$ cat src/rtl/elevator_ctrl.sv
// Two-limit elevator controller: one-hot FSM with travel timeout,
// dwell hold-off at the limits and a sticky fault cleared by Halt.
module elevator_ctrl #(
  parameter int DWELL      = 3,
  parameter int MAX_TRAVEL = 16
) (
  input  logic       CLK,
  input  logic       Reset_n,
  input  logic       Go_Up,
  input  logic       Go_Down,
  input  logic       Halt,
  input  logic       Top_Limit_Hit,
  input  logic       Bottom_Limit_Hit,
  output logic [4:0] state,
  output logic       Motor_Up,
  output logic       Motor_Down,
  output logic       Fault
);

  localparam logic [4:0] IDLE   = 5'b00001;
  localparam logic [4:0] UP     = 5'b00010;
  localparam logic [4:0] DOWN   = 5'b00100;
  localparam logic [4:0] TOP    = 5'b01000;
  localparam logic [4:0] BOTTOM = 5'b10000;

  localparam int TW = $clog2(MAX_TRAVEL) + 1;
  localparam int DW = $clog2(DWELL) + 1;

  localparam logic [TW-1:0] T_LAST = TW'(MAX_TRAVEL - 1);
  localparam logic [TW-1:0] T_ONE  = TW'(1);
  localparam logic [DW-1:0] D_DONE = DW'(DWELL);
  localparam logic [DW-1:0] D_ONE  = DW'(1);

  logic [4:0]    state_nx;
  logic          fault_nx;
  logic [TW-1:0] travel_q;
  logic [TW-1:0] travel_nx;
  logic [DW-1:0] dwell_q;
  logic [DW-1:0] dwell_nx;

  logic go_up;
  logic go_dn;
  logic moving;
  logic expired;
  logic dwell_done;

  // A command counts only when unambiguous and no fault is latched.
  assign go_up      = Go_Up & ~Go_Down & ~Fault;
  assign go_dn      = Go_Down & ~Go_Up & ~Fault;
  assign moving     = state[1] | state[2];
  assign expired    = moving && (travel_q == T_LAST);
  assign dwell_done = (dwell_q == D_DONE);

  always_comb begin
    state_nx  = state;
    fault_nx  = Fault;
    travel_nx = '0;
    dwell_nx  = '0;
    if (Halt) begin
      state_nx = IDLE;
      fault_nx = 1'b0;
    end else if (Top_Limit_Hit && Bottom_Limit_Hit) begin
      state_nx = IDLE;
      fault_nx = 1'b1;
    end else if (Top_Limit_Hit) begin
      state_nx = TOP;
    end else if (Bottom_Limit_Hit) begin
      state_nx = BOTTOM;
    end else if (expired) begin
      state_nx = IDLE;
      fault_nx = 1'b1;
    end else begin
      unique case (1'b1)
        state[0]: begin
          if (go_up) begin
            state_nx = UP;
          end else if (go_dn) begin
            state_nx = DOWN;
          end
        end
        state[1], state[2]: begin
          travel_nx = travel_q + T_ONE;
        end
        state[3]: begin
          if (dwell_done && go_dn) begin
            state_nx = DOWN;
          end else begin
            dwell_nx = dwell_done ? dwell_q : dwell_q + D_ONE;
          end
        end
        state[4]: begin
          if (dwell_done && go_up) begin
            state_nx = UP;
          end else begin
            dwell_nx = dwell_done ? dwell_q : dwell_q + D_ONE;
          end
        end
        default: begin
          state_nx = IDLE;
        end
      endcase
    end
  end

  always_ff @(posedge CLK) begin
    if (!Reset_n) begin
      state    <= IDLE;
      Fault    <= 1'b0;
      travel_q <= '0;
      dwell_q  <= '0;
    end else begin
      state    <= state_nx;
      Fault    <= fault_nx;
      travel_q <= travel_nx;
      dwell_q  <= dwell_nx;
    end
  end

  assign Motor_Up   = (state == UP);
  assign Motor_Down = (state == DOWN);

endmodule

$ cat config.mk
export PLATFORM = sky130hd
export DESIGN_NAME = elevator_ctrl
export DESIGN_NICKNAME = d
export VERILOG_FILES = /design/src/rtl/elevator_ctrl.sv
export SDC_FILE = /design/constraint.sdc
export NUM_CORES = 1
export LEC_CHECK = 0
export ABC_CLOCK_PERIOD_IN_PS = 2700
export CAP_MARGIN = 20
export CORE_MARGIN = 8
export CORE_UTILIZATION = 52
export DETAILED_ROUTE_END_ITERATION = 8
export PLACE_DENSITY = 0.87
export SLEW_MARGIN = 25
export SYNTH_ARGS = -nofsm -noshare
export SYNTH_HDL_FRONTEND = slang
export SYNTH_SLANG_ARGS = --single-unit
$ cat constraint.sdc
create_clock -name CLK -period 2.7 [get_ports CLK]
set_input_delay 0.81 -clock CLK [delete_from_list [all_inputs] [get_ports CLK]]
set_output_delay 0.81 -clock CLK [all_outputs]
set_load 0.02 [all_outputs]
==> results.json <==
{
  "cts.sinks": 14,
  "whs_ps": 447.9,
  "clkTransAtPathRegs_ps": 90,
  "vias": 692,
  "path_max_fanout": 7,
  "syn_inst": 79,
  "ys_types": 29,
  "synth_nets": 89,
  "clockBufferDepth": 2,
  "seqPwrFrac": 0.520,
  "gp_congestion": 0.8218,
  "hold_path_depth": 1,
  "grt_pass1_wl_um": 2566,
  "final_cell_mix": "dfxtp_1 (14), clkdlybuf4s50_1 (12), nor2_1 (8), inv_1 (6)",
  "wl_per_cell_um": 13.97,
  "cp.required_ps": 1890,
  "rsz0062_at_grt": "no",
  "seq_area_frac_synth": 0.3849,
  "synth_edf_count": 0,
  "power_uw": 412.6,
  "clock_power_share": 0.364,
  "drive_gt1_frac": 0.1031,
  "grt_start_max_net_pins": 9,
  "top_layer_used": "met4",
  "r2r-start": "travel_q[0]",
  "final_common_cell": "dfxtp_1",
  "wirelength_um": 1565,
  "placedCellCount": 108,
  "io_pins": 15,
  "finalNetCount": 108,
  "finalClockSkew_ps": 6.776,
  "synth_warnings": 0,
  "cts_root_buffer": "clkbuf_4",
  "crit_type": "reg2out",
  "diodes": 0,
  "p_sw_uw": 96.22,
  "start_kind": "flip-flop",
  "htree_levels": 1,
  "place_ws_ps": 375.7,
  "initial_core_util": 0.5596,
  "ir_worst_vdd_uv": 269.3,
  "first_global_vias": 628,
  "setup.worst_path.start": "state[4]",
  "die_y_um": 53.42,
  "ant_nets": 0,
  "hp-class": "reg2reg",
  "hold_viol_final": 0,
  "met2WireLength_um": 680,
  "arrival_ps": 1440,
  "viasPerCell": 6.179,
  "holdPathEnd": "travel_q[0]",
  "routedLengthMet1_um": 727,
  "regToRegEndpoint": "state[0]",
  "ys.flop_type": "dfxtp_1",
  "tightest_slew_ps": 386.6,
  "cts_buffers": 3,
  "status": "finished clean",
  "combPwrFrac": 0.117,
  "p_per_area_nw_per_um2": 444.4,
  "setup_viol": 0,
  "max-slew-margin-rel": 0.7356,
  "drt_pass1_iterations": 4,
  "p_leak_nw": 0.3633,
  "fin_crit_sh": 0.8320,
  "row_count": 13,
  "hold_buffers": 0,
  "num-fill-cells": 121,
  "fin_tns_setup_ps": 0,
  "dieArea_um2": 2854,
  "track_usage": 0.1184,
  "rrSetupSlack_ps": 1000,
  "cts_tree": "yes",
  "dp_hpwl_um": 1198,
  "drtIter0Drc": 29,
  "dieWidth_um": 53.42,
  "cp-end-kind": "output pin",
  "io_buffers": 14,
  "syn-mean-instance-area_um2": 9.218,
  "power.share.switching": 0.2332,
  "synth-seq-cells": 14,
  "areaGrowthSynthToFinish_pct": 27.49,
  "fmax_mhz": 445.2,
  "synthesis.area_um2": 728.2,
  "overflow": 0,
  "worst_slack_ps": 453.6,
  "p_int_uw": 316.4,
  "reg2regPathDepth": 6,
  "maxCapViolCount": 0,
  "ys_async_sr_fraction": 0,
  "hp-start": "travel_q[0]",
  "route.detailed.drc": 0,
  "instances_no_fill": 112,
  "drv_slew": 0,
  "dr_wl_met3_um": 107,
  "clkLatencyLatePin_ps": 280,
  "core_um2": 1301,
  "antenna_found_initial": 0,
  "finalCriticalPeriod_ps": 2246
}
-- cells by family after synthesis --
| kind of cell | share of synthesized area |
|---|---|
| AND/OR/NAND/NOR | 0.2715 |
| XOR/XNOR | 0.04812 |
| adder cells (fa/ha/maj) | 0.05155 |
| multiplexers | 0.01375 |
| buffers and inverters | 0.03093 |
| flip-flops | 0.3849 |
| AO/OA/AOI/OAI | 0.1993 |
-- worst max-delay path, cell delays in order (launching register included) --
cell and delay, ps:
dfxtp_1 370, or3_1 400, nor3_1 130, dlymetal6s2s_1 250
-- how the worst max path moves through the flow --
| stage | to | slack, ps |
|---|---|---|
| CTS | Motor_Down | 60 |
| global route | Motor_Down | 370 |
| global placement | Motor_Down | 410 |
| finish | Motor_Up | 450 |
| floorplan | Motor_Down | 620 |
| detailed placement | Motor_Down | 380 |
-- synth_stat cells (all sizes together) (3+ instances only) --
| cell | count | share of area |
|---|---|---|
| nor3 | 4 | 0.027 |
| nor2b | 4 | 0.034 |
| inv | 6 | 0.031 |
| ha | 3 | 0.052 |
| xnor2 | 3 | 0.036 |
| a211oi | 4 | 0.041 |
| o2111ai | 3 | 0.036 |
| nor2 | 10 | 0.058 |
| nand3b | 3 | 0.031 |
| dfxtp | 14 | 0.38 |
-- metal layers --
layer / global-route usage / vias to the layer above
met5: 0 / -
met4: 0.07563 / 0
met3: 0.02801 / 7
met2: 0.1914 / 31
met1: 0.1354 / 323
li1: - / 331
-- flip-flops by register name, summed over array words and instances, names as in the netlist --
| name | flops |
|---|---|
| state | 5 |
| travel_q | 5 |
| dwell_q | 3 |
| Fault | 1 |
-- final cells by class --
class / count / area, um^2 / share of cell area
Multi-Input combinational cell: 59 / 425.4 / 0.4582
Timing Repair Buffer: 14 / 145.1 / 0.1563
Clock buffer: 4 / 36.28 / 0.03908
Sequential cell: 14 / 280.3 / 0.3019
Inverter: 6 / 22.52 / 0.02426
Tap cell: 15 / 18.77 / 0.02022
-- power groups by stage --
stage                     clock, mW  sequential (mW)  combinational (mW)
final                         0.150            0.214              0.0482
after global routing          0.164            0.215              0.0518
after CTS                     0.154            0.214              0.0481
after detailed placement          0            0.219              0.0478
after global placement            0            0.219              0.0476
after floorplan                   0            0.222              0.0210
-- through the flow --
stage,utilization,instance area (um^2)
2_1_floorplan,-,728.2
3_3_place_gp,0.6817,887.1
3_5_place_dp,0.6817,887.1
4_1_cts,0.7096,923.4
5_1_grt,0.7135,928.4
6_report,0.7135,928.4
-- what timing repair did --
action / 4_1_cts / 5_1_grt
setup endpoints to repair: 0 / 2
setup buffers: 0 / 0
gates resized for setup: 0 / 2
(Power assumes the default switching activity.)
